`src/rtl/xadc_pkg.sv`:
```
// Shared definitions for the XADC DRP sequencer: channel addresses, widths,
// FSM state encoding and the DRP command payload.
package xadc_pkg;

  localparam int unsigned SAMPLE_W = 12;
  localparam int unsigned ADDR_W   = 7;
  localparam int unsigned DATA_W   = 16;
  localparam int unsigned CHAN_W   = 5;
  localparam int unsigned IDX_W    = 2;

  // DRP status addresses of the four scanned auxiliary channels
  localparam logic [ADDR_W-1:0] CH0_ADDR_DEF = 7'h12; // VAUX2
  localparam logic [ADDR_W-1:0] CH1_ADDR_DEF = 7'h13; // VAUX3
  localparam logic [ADDR_W-1:0] CH2_ADDR_DEF = 7'h1A; // VAUX10
  localparam logic [ADDR_W-1:0] CH3_ADDR_DEF = 7'h1B; // VAUX11

  typedef enum logic [1:0] {
    ST_IDLE  = 2'd0,
    ST_ISSUE = 2'd1,
    ST_WAIT  = 2'd2,
    ST_DONE  = 2'd3
  } drp_state_e;

  // One DRP access as presented on daddr/dwe/di
  typedef struct packed {
    logic              we;
    logic [ADDR_W-1:0] addr;
    logic [DATA_W-1:0] data;
  } drp_cmd_t;

  // The converter result sits in the upper 12 bits of the status register
  function automatic logic [SAMPLE_W-1:0] sample_of(input logic [DATA_W-1:0] d);
    return d[DATA_W-1 -: SAMPLE_W];
  endfunction

endpackage

```
`src/rtl/drp_watchdog.sv`:
```
// Transaction watchdog for the DRP port.
//   clk, rst_n  : clock, async active-low reset
//   i_start     : load the counter with 1 (first wait cycle reads 1)
//   i_clear     : stop and zero the counter
//   o_expire_c  : high in the last cycle before the count would reach TIMEOUT_CYC
module drp_watchdog #(
  parameter int unsigned TIMEOUT_CYC = 64
) (
  input  logic clk,
  input  logic rst_n,
  input  logic i_start,
  input  logic i_clear,
  output logic o_expire_c
);

  localparam int unsigned CNT_W = $clog2(TIMEOUT_CYC + 1);

  logic [CNT_W-1:0] r_cnt;

  // Counter runs only while non-zero, so an idle watchdog never expires
  always_ff @(posedge clk or negedge rst_n) begin
    if (!rst_n) begin
      r_cnt <= '0;
    end else if (i_clear) begin
      r_cnt <= '0;
    end else if (i_start) begin
      r_cnt <= CNT_W'(1);
    end else if (r_cnt != '0) begin
      r_cnt <= r_cnt + CNT_W'(1);
    end
  end

  // Flagging one count early lets the registered abort land in the cycle the
  // timer reads TIMEOUT_CYC
  assign o_expire_c = (r_cnt == CNT_W'(TIMEOUT_CYC - 1));

endmodule

```
`src/rtl/xadc_drp_sequencer.sv`:
```
// Owns the XADC DRP port: serves eoc-triggered scan reads of four aux channels
// and a user register-access port, one transaction at a time.
//   CLK100MHZ, CPU_RESETN          : clock, async active-low reset
//   eoc_in, channel_in             : end-of-conversion strobe and channel number
//   drp_den/dwe/daddr/di/do/drdy   : DRP master side
//   user_req/we/addr/wdata         : user request (held until user_ack)
//   user_ack, user_rdata           : user completion pulse and last read data
//   sample_valid/chan/data         : scan result pulse with channel index
//   overrun                        : sticky, a pending scan was overwritten
//   timeout_err                    : pulse, a transaction was aborted
module xadc_drp_sequencer
  import xadc_pkg::*;
#(
  parameter logic [6:0]  CH0_ADDR    = CH0_ADDR_DEF,
  parameter logic [6:0]  CH1_ADDR    = CH1_ADDR_DEF,
  parameter logic [6:0]  CH2_ADDR    = CH2_ADDR_DEF,
  parameter logic [6:0]  CH3_ADDR    = CH3_ADDR_DEF,
  parameter int unsigned TIMEOUT_CYC = 64
) (
  input  logic        CLK100MHZ,
  input  logic        CPU_RESETN,
  input  logic        eoc_in,
  input  logic [4:0]  channel_in,
  output logic        drp_den,
  output logic        drp_dwe,
  output logic [6:0]  drp_daddr,
  output logic [15:0] drp_di,
  input  logic [15:0] drp_do,
  input  logic        drp_drdy,
  input  logic        user_req,
  input  logic        user_we,
  input  logic [6:0]  user_addr,
  input  logic [15:0] user_wdata,
  output logic        user_ack,
  output logic [15:0] user_rdata,
  output logic        sample_valid,
  output logic [1:0]  sample_chan,
  output logic [11:0] sample_data,
  output logic        overrun,
  output logic        timeout_err
);

  drp_state_e          r_state, w_state_nxt;

  logic                r_scan_pend;
  logic [IDX_W-1:0]    r_scan_idx;
  logic                r_overrun;

  logic                w_eoc_match;
  logic [IDX_W-1:0]    w_eoc_idx;

  logic                r_den, w_den_nxt;
  drp_cmd_t            r_cmd, w_cmd_nxt;
  logic                r_ack, w_ack_nxt;
  logic [DATA_W-1:0]   r_rdata, w_rdata_nxt;
  logic                r_sv, w_sv_nxt;
  logic [IDX_W-1:0]    r_chan, w_chan_nxt;
  logic [SAMPLE_W-1:0] r_sdata, w_sdata_nxt;
  logic                r_to, w_to_nxt;

  // Context of the transaction in flight
  logic                r_cur_scan, w_cur_scan_nxt;
  logic [IDX_W-1:0]    r_cur_idx, w_cur_idx_nxt;
  logic                r_cur_we, w_cur_we_nxt;

  logic                w_wd_start, w_wd_clear, w_wd_expire;

  function automatic logic [ADDR_W-1:0] ch_addr(input logic [IDX_W-1:0] idx);
    case (idx)
      2'd0:    return CH0_ADDR;
      2'd1:    return CH1_ADDR;
      2'd2:    return CH2_ADDR;
      default: return CH3_ADDR;
    endcase
  endfunction

  // Map the XADC channel number onto a scan index; other channels are ignored
  always_comb begin
    w_eoc_match = 1'b0;
    w_eoc_idx   = '0;
    if (eoc_in) begin
      if (channel_in == CH0_ADDR[4:0]) begin
        w_eoc_match = 1'b1;
        w_eoc_idx   = 2'd0;
      end else if (channel_in == CH1_ADDR[4:0]) begin
        w_eoc_match = 1'b1;
        w_eoc_idx   = 2'd1;
      end else if (channel_in == CH2_ADDR[4:0]) begin
        w_eoc_match = 1'b1;
        w_eoc_idx   = 2'd2;
      end else if (channel_in == CH3_ADDR[4:0]) begin
        w_eoc_match = 1'b1;
        w_eoc_idx   = 2'd3;
      end
    end
  end

  // One-deep scan request slot, captured regardless of FSM state
  always_ff @(posedge CLK100MHZ or negedge CPU_RESETN) begin
    if (!CPU_RESETN) begin
      r_scan_pend <= 1'b0;
      r_scan_idx  <= '0;
      r_overrun   <= 1'b0;
    end else if (w_eoc_match) begin
      r_scan_pend <= 1'b1;
      r_scan_idx  <= w_eoc_idx;
      if (r_scan_pend) begin
        r_overrun <= 1'b1;
      end
    end else if (r_state == ST_ISSUE && r_cur_scan) begin
      r_scan_pend <= 1'b0;
    end
  end

  // FSM state register
  always_ff @(posedge CLK100MHZ or negedge CPU_RESETN) begin
    if (!CPU_RESETN) begin
      r_state <= ST_IDLE;
    end else begin
      r_state <= w_state_nxt;
    end
  end

  // Next state plus next values of every registered output
  always_comb begin
    w_state_nxt    = r_state;
    w_den_nxt      = 1'b0;
    w_cmd_nxt      = '0;
    w_ack_nxt      = 1'b0;
    w_rdata_nxt    = r_rdata;
    w_sv_nxt       = 1'b0;
    w_chan_nxt     = r_chan;
    w_sdata_nxt    = r_sdata;
    w_to_nxt       = 1'b0;
    w_cur_scan_nxt = r_cur_scan;
    w_cur_idx_nxt  = r_cur_idx;
    w_cur_we_nxt   = r_cur_we;
    w_wd_start     = 1'b0;
    w_wd_clear     = 1'b0;

    case (r_state)
      ST_IDLE: begin
        if (r_scan_pend) begin
          w_state_nxt    = ST_ISSUE;
          w_den_nxt      = 1'b1;
          w_cmd_nxt.addr = ch_addr(r_scan_idx);
          w_cur_scan_nxt = 1'b1;
          w_cur_idx_nxt  = r_scan_idx;
          w_cur_we_nxt   = 1'b0;
        end else if (!w_eoc_match && user_req) begin
          // A same-cycle eoc becomes pending next cycle and goes first
          w_state_nxt    = ST_ISSUE;
          w_den_nxt      = 1'b1;
          w_cmd_nxt.we   = user_we;
          w_cmd_nxt.addr = user_addr;
          w_cmd_nxt.data = user_wdata;
          w_cur_scan_nxt = 1'b0;
          w_cur_we_nxt   = user_we;
        end
      end
      ST_ISSUE: begin
        w_state_nxt = ST_WAIT;
        w_wd_start  = 1'b1;
      end
      ST_WAIT: begin
        if (drp_drdy) begin
          w_state_nxt = ST_DONE;
          w_wd_clear  = 1'b1;
          if (r_cur_scan) begin
            w_sv_nxt    = 1'b1;
            w_chan_nxt  = r_cur_idx;
            w_sdata_nxt = sample_of(drp_do);
          end else begin
            w_ack_nxt = 1'b1;
            if (!r_cur_we) begin
              w_rdata_nxt = drp_do;
            end
          end
        end else if (w_wd_expire) begin
          w_state_nxt = ST_IDLE;
          w_wd_clear  = 1'b1;
          w_to_nxt    = 1'b1;
          w_ack_nxt   = !r_cur_scan;
        end
      end
      ST_DONE: begin
        w_state_nxt = ST_IDLE;
      end
      default: begin
        w_state_nxt = ST_IDLE;
      end
    endcase
  end

  // Output and transaction-context registers
  always_ff @(posedge CLK100MHZ or negedge CPU_RESETN) begin
    if (!CPU_RESETN) begin
      r_den      <= 1'b0;
      r_cmd      <= '0;
      r_ack      <= 1'b0;
      r_rdata    <= '0;
      r_sv       <= 1'b0;
      r_chan     <= '0;
      r_sdata    <= '0;
      r_to       <= 1'b0;
      r_cur_scan <= 1'b0;
      r_cur_idx  <= '0;
      r_cur_we   <= 1'b0;
    end else begin
      r_den      <= w_den_nxt;
      r_cmd      <= w_cmd_nxt;
      r_ack      <= w_ack_nxt;
      r_rdata    <= w_rdata_nxt;
      r_sv       <= w_sv_nxt;
      r_chan     <= w_chan_nxt;
      r_sdata    <= w_sdata_nxt;
      r_to       <= w_to_nxt;
      r_cur_scan <= w_cur_scan_nxt;
      r_cur_idx  <= w_cur_idx_nxt;
      r_cur_we   <= w_cur_we_nxt;
    end
  end

  drp_watchdog #(
    .TIMEOUT_CYC (TIMEOUT_CYC)
  ) u_watchdog (
    .clk        (CLK100MHZ),
    .rst_n      (CPU_RESETN),
    .i_start    (w_wd_start),
    .i_clear    (w_wd_clear),
    .o_expire_c (w_wd_expire)
  );

  assign drp_den      = r_den;
  assign drp_dwe      = r_cmd.we;
  assign drp_daddr    = r_cmd.addr;
  assign drp_di       = r_cmd.data;
  assign user_ack     = r_ack;
  assign user_rdata   = r_rdata;
  assign sample_valid = r_sv;
  assign sample_chan  = r_chan;
  assign sample_data  = r_sdata;
  assign overrun      = r_overrun;
  assign timeout_err  = r_to;

endmodule

```
`config.mk`:
```
export PLATFORM = sky130hd
export DESIGN_NAME = xadc_drp_sequencer
export DESIGN_NICKNAME = d
export VERILOG_FILES = /design/src/rtl/xadc_pkg.sv /design/src/rtl/drp_watchdog.sv /design/src/rtl/xadc_drp_sequencer.sv
export SDC_FILE = /design/constraint.sdc
export NUM_CORES = 1
export LEC_CHECK = 0
export CAP_MARGIN = 20
export CORE_ASPECT_RATIO = 0.7
export CORE_UTILIZATION = 48
export CTS_CLUSTER_SIZE = 14
export DETAILED_ROUTE_END_ITERATION = 16
export PLACE_DENSITY = 0.92
export SLEW_MARGIN = 40
export SYNTH_ARGS = -nofsm -noshare
export SYNTH_HDL_FRONTEND = slang
export SYNTH_HIERARCHICAL = 1
export SYNTH_SLANG_ARGS = --single-unit
```
`constraint.sdc`:
```
create_clock -name CLK100MHZ -period 5.1 [get_ports CLK100MHZ]
set_clock_uncertainty 0.1 [all_clocks]
set_input_delay 1.275 -clock CLK100MHZ [delete_from_list [all_inputs] [get_ports CLK100MHZ]]
set_output_delay 1.275 -clock CLK100MHZ [all_outputs]
set_load 0.1 [all_outputs]
```
After elaboration in Yosys (flattened, before gate mapping)
Cells that the tools add are included.
{ "word_totals": {"out_inout_bits": 59, "mem_bits_rw": 0, "in_bits": 50, "regBits": 75, "word_cells": 95, "latchBits": 0, "mem_bits_ro": 0, "memories": 0} }
{ "classes": {"n_eq_ne": 12, "magnitude_cmp": 0, "n_mul": 0, "n_mux": 46, "addsub": 1, "bitwise": 2, "n_reduce_logical": 16, "div": 0, "shift": 0} }
{ "op_table": {"columns": ["op", "n"], "rows": [
  ["$mux W24", 2],
  ["$mux W1", 28],
  ["$mux W7", 4],
  ["$eq A5 B5 Y1 const B", 4],
  ["$mux W2", 9],
  ["$mux W16", 1],
  ["$pmux W4 S3", 1],
  ["$pmux W2 S4", 1],
  ["$reduce_and A2 Y1", 4],
  ["$add A7 B1 Y7 const B", 1],
  ["$eq A7 B6 Y1 const B", 1],
  ["$reduce_bool A7 Y1", 1],
  ["$eq A2 B2 Y1 const B", 3],
  ["$eq A2 B1 Y1 const B", 2],
  ["$logic_not A2 Y1", 2],
  ["$reduce_and A4 Y1", 1],
  ["$reduce_bool A2 Y1", 2],
  ["$ne A3 B2 Y1 const B", 1],
  ["$ne A3 B3 Y1 const B", 1],
  ["$reduce_and A3 Y1", 1],
  ["$reduce_bool A3 Y1", 1],
  ["$logic_and A1 B1 Y1", 2],
  ["$logic_not A1 Y1", 2],
  ["$not A1 Y1", 2]
]} }

Longest topological paths before layout
{ "logic_depth": {"word_depth": 11, "depth_mapped": 8, "ltp_nobuf": 7} }

Hierarchy
The synthesis kept the hierarchy.
{ "modules_own_cells": {"columns": ["module", "seq_area_each_um2", "area_each_um2", "cells_per_inst", "n_inst"], "rows": [
  ["xadc_drp_sequencer", 1701.6, 2585.0, 169, 1],
  ["drp_watchdog", 175.2, 382.9, 41, 1]
]} }

Worst setup path before layout
No wires, ideal clock.
{ "synth_path": {"path_type": "register to output", "startpoint": "reg r_chan[0] (netlist: sample_chan[0])", "endpoint": "out sample_chan[0]", "path_stages_with_launch": 1, "setup_slack_ns": 2.827, "t_arrival_ns": 0.898, "t_required_ns": 3.725, "cell_sequence": "dfrtp_1"} }
{ "synth_lines": {"columns": ["element", "line", "source"], "rows": [
  ["from (decl)", "xadc_drp_sequencer.sv:57", "logic [IDX_W-1:0] r_chan, w_chan_nxt;"],
  ["from (signal assigned)", "xadc_drp_sequencer.sv:215", "r_chan <= w_chan_nxt;"],
  ["to (decl)", "xadc_drp_sequencer.sv:37", "output logic [1:0] sample_chan,"]
]} }
No word-level cell between the ends.

Worst setup path after layout
{ "layout_path": {"startpoint": "in channel_in[2]", "endpoint": "reg r_cur_we"} }
{ "layout_between": {"elab_chain_cells": 10} }
{ "layout_rtl": {"columns": ["element", "line", "source"], "rows": [
  ["from (decl)", "xadc_drp_sequencer.sv:23", "input logic [4:0] channel_in,"],
  ["$eq A5 B5 Y1", "xadc_drp_sequencer.sv:91", "end else if (channel_in == CH3_ADDR[4:0]) begin"],
  ["$mux W1", "xadc_drp_sequencer.sv:91", null],
  ["$mux W1", "xadc_drp_sequencer.sv:88", "end else if (channel_in == CH2_ADDR[4:0]) begin"],
  ["$mux W1", "xadc_drp_sequencer.sv:85", "end else if (channel_in == CH1_ADDR[4:0]) begin"],
  ["$mux W1 *", "xadc_drp_sequencer.sv:82", "if (channel_in == CH0_ADDR[4:0]) begin"],
  ["$mux W1 *", "xadc_drp_sequencer.sv:81", "if (eoc_in) begin"],
  ["$logic_not A1 Y1 *", "xadc_drp_sequencer.sv:150", "end else if (!w_eoc_match && user_req) begin"],
  ["$logic_and A1 B1 Y1 *", "xadc_drp_sequencer.sv:150", null],
  ["$reduce_bool A2 Y1 (no source line) *", null, null],
  ["$reduce_and A2 Y1 (no source line) *", null, null],
  ["to (signal assigned)", "xadc_drp_sequencer.sv:220", "r_cur_we <= w_cur_we_nxt;"],
  ["to (decl)", "xadc_drp_sequencer.sv:64", "logic r_cur_we, w_cur_we_nxt;"]
]} }
Every way passes the cells marked *; elsewhere a longest branch is shown, timed or not.
A chain may end at the register's enable or synchronous reset.

==> impl_metrics.json <==
{
  "die_h_um": 67.8,
  "die_w_um": 96.0,
  "min-delay-start": "overrun$_DFFE_PN0P_",
  "wl_per_cell_um": 14.6,
  "synth_top_area_cell": "dfrtp_1",
  "holdBufCountCts": 0,
  "synth_edf_count": 0,
  "crit_type": "in -> reg",
  "num_rows": 23,
  "routed_wl_um": 5850,
  "gp_congestion": 0.743,
  "clock_sinks": 75,
  "maxCapViolations": 0,
  "worstMarginPinSlew_ns": 0.652,
  "period_needed_ns": 2.94,
  "avgSynthCellArea_um2": 14.1,
  "synthDistinctLibCells": 38,
  "start_util": 0.508,
  "start_kind": "input port",
  "ff2ff_path_depth": 7,
  "boundaryPins": 109,
  "drtAntennaViolNets": 0,
  "hp-class": "reg -> reg",
  "cp-startpoint": "channel_in[2]",
  "dr.pass1.iters": 4,
  "synth-seq-cells": 75,
  "cpPeakStageDelay_ns": 0.55,
  "cts_tree": "yes",
  "drc": 0,
  "cts_buffers": 9,
  "status": "complete, no violations",
  "dieArea_um2": 6510,
  "vias_per_cell": 4.95,
  "ctsResizeCount": 0,
  "area_growth_pct": 33.6,
  "grt_pass1_vias": 1966,
  "synth_cells": 210,
  "max_freq_mhz": 340,
  "synthTopCellsByArea": "dfrtp_1 63%, mux2_4 9.6%, mux2_2 5.7%",
  "syn-num-nets": 262,
  "clk_path_buf_depth": 2,
  "antenna_found_initial": 0,
  "cp_max_fo": 21,
  "synth.most_common_cell": "dfrtp_1",
  "layout-drive-gt1-share": 0.351,
  "maxSlewViolCount": 0,
  "root_buffer": "clkbuf_8",
  "slew_headroom": 0.565,
  "hold_viol_final": 0,
  "r2r-start": "u_watchdog/r_cnt[0]$_DFFE_PN0P_",
  "track_usage": 0.196,
  "syn-cell-area_um2": 2970,
  "worst_path_max_delay_cell": "and4_1",
  "final.period_utilization": 0.576,
  "cts_setup_buffers": 0,
  "grt_pass1_wl_um": 9120,
  "grt_max_degree": 76,
  "coreArea_um2": 5840,
  "synth_ff_type": "dfrtp_1",
  "n_antenna_cell": 0,
  "crit_required_ns": 5.23,
  "synth_top_cell_area_share": 0.632,
  "htree_levels": 3,
  "n_fill_cell": 415,
  "dpl.hpwl_um": 4220,
  "yosysWarnings": 6,
  "hold_path_depth": 1,
  "synth_seq_area_share": 0.632,
  "end_kind": "register",
  "portBuffers": 108,
  "clk_latency_ns": 0.34,
  "rsz0062_at_grt": "no",
  "async_flop_share": 1.00,
  "clkSlewWorstSetupHoldPaths_ns": 0.08,
  "tns_ns": 0,
  "critPathArrivalTime_ns": 3.07,
  "drt-initial-drc-count": 77,
  "grt.overflow.total": 0,
  "nets": 373,
  "path_cells": "clkdlybuf4s50_1 > nand4b_1 > and4_1 > a221o_1",
  "setup_viol": 0,
  "vias": 1978,
  "synth_common_cells": "75 x dfrtp_1, 21 x and2_1, 19 x mux2_4, 15 x mux2_2, 10 x a21oi_1"
}
-- worst max-delay path: cells and delay by family --
kind | cells | cell delay (ns)
AND/OR/NAND/NOR | 2 | 1.02
buffers and inverters | 1 | 0.40
AO/OA/AOI/OAI | 1 | 0.36
-- registers in the layout (all words and copies together) (netlist names) --
register,cells
sample_valid,1
r_cur_we,1
r_scan_pend,1
r_scan_idx,2
timeout_err,1
drp_den,1
user_rdata,16
drp_dwe,1
r_state,2
sample_data,12
u_watchdog/r_cnt,7
r_cur_idx,2
sample_chan,2
r_cur_scan,1
drp_daddr,7
drp_di,16
overrun,1
user_ack,1
-- cell type report --
cell class              count  area, µm²  share of cell area
well taps                  75       93.8              0.0237
inverters                   7       26.3             0.00662
multi-input cells         120       1020               0.256
repair buffers            108        787               0.198
clock buffers               9        124              0.0312
flip-flops and latches     75       1880               0.473
clock inverters             6       42.5              0.0107
-- kinds of logic (layout without fill, tap and decap cells) --
kind of cell / after synthesis / after routing / share of synthesized area
compound gates: 23 / 23 / 0.0485
fa+ha+maj: 2 / 2 / 0.00843
xor+xnor: 2 / 2 / 0.00590
buf+inv: 15 / 130 / 0.0253
flops: 75 / 75 / 0.632
mux: 34 / 34 / 0.153
simple gates: 59 / 59 / 0.126
-- metal layers --
layer | up-vias | global-route usage | routed length [µm] | share of wire
met4 | 0 | 0.0728 | 82 | 0.014
met2 | 86 | 0.294 | 2670 | 0.46
met5 | - | 0 | 0 | 0
met3 | 8 | 0.109 | 623 | 0.11
li1 | 936 | - | - | -
met1 | 948 | 0.237 | 2470 | 0.42
-- worst paths after layout --
path	end	slack, ns
worst max-delay path	r_cur_we$_DFFE_PN0P_	2.16
worst min-delay path	overrun$_DFFE_PN0P_	0.38
worst max register to register	u_watchdog/r_cnt[1]$_DFFE_PN0P_	3.20
worst min register to register	overrun$_DFFE_PN0P_	0.38
max in group asynchronous	r_cur_idx[0]$_DFFE_PN0P_	3.61
min in group asynchronous	user_rdata[8]$_DFFE_PN0P_	0.84
-- metrics by stage --
stage | cells | hold slack, ns | cell area [µm²] | utilization | setup WS [ns]
floorplan | 210 | 0.376 | 2970 | - | 2.83
global placement | 385 | 0.370 | 4090 | 0.700 | 1.83
detailed placement | 385 | 0.365 | 3800 | 0.650 | 1.78
CTS | 400 | 0.387 | 3970 | 0.679 | 2.17
global route | 400 | 0.416 | 3970 | 0.679 | 2.05
finish | 400 | 0.380 | 3970 | 0.679 | 2.16
-- placed cells by master (no fill, tap or decap), drive strengths merged, types with 3 or more instances in the layout --
cell           count
clkinv             3
clkbuf             9
o21ai              4
and2              21
mux2              34
inv                8
nor2               7
nor2b              3
buf               60
dfrtp             75
nand2              5
a21oi             10
nand2b             3
nand3              7
clkdlybuf4s50     48
Power is left out: the tool's default activity adds up to more than one toggle a clock period on the data nets, which glitch-free logic cannot reach.
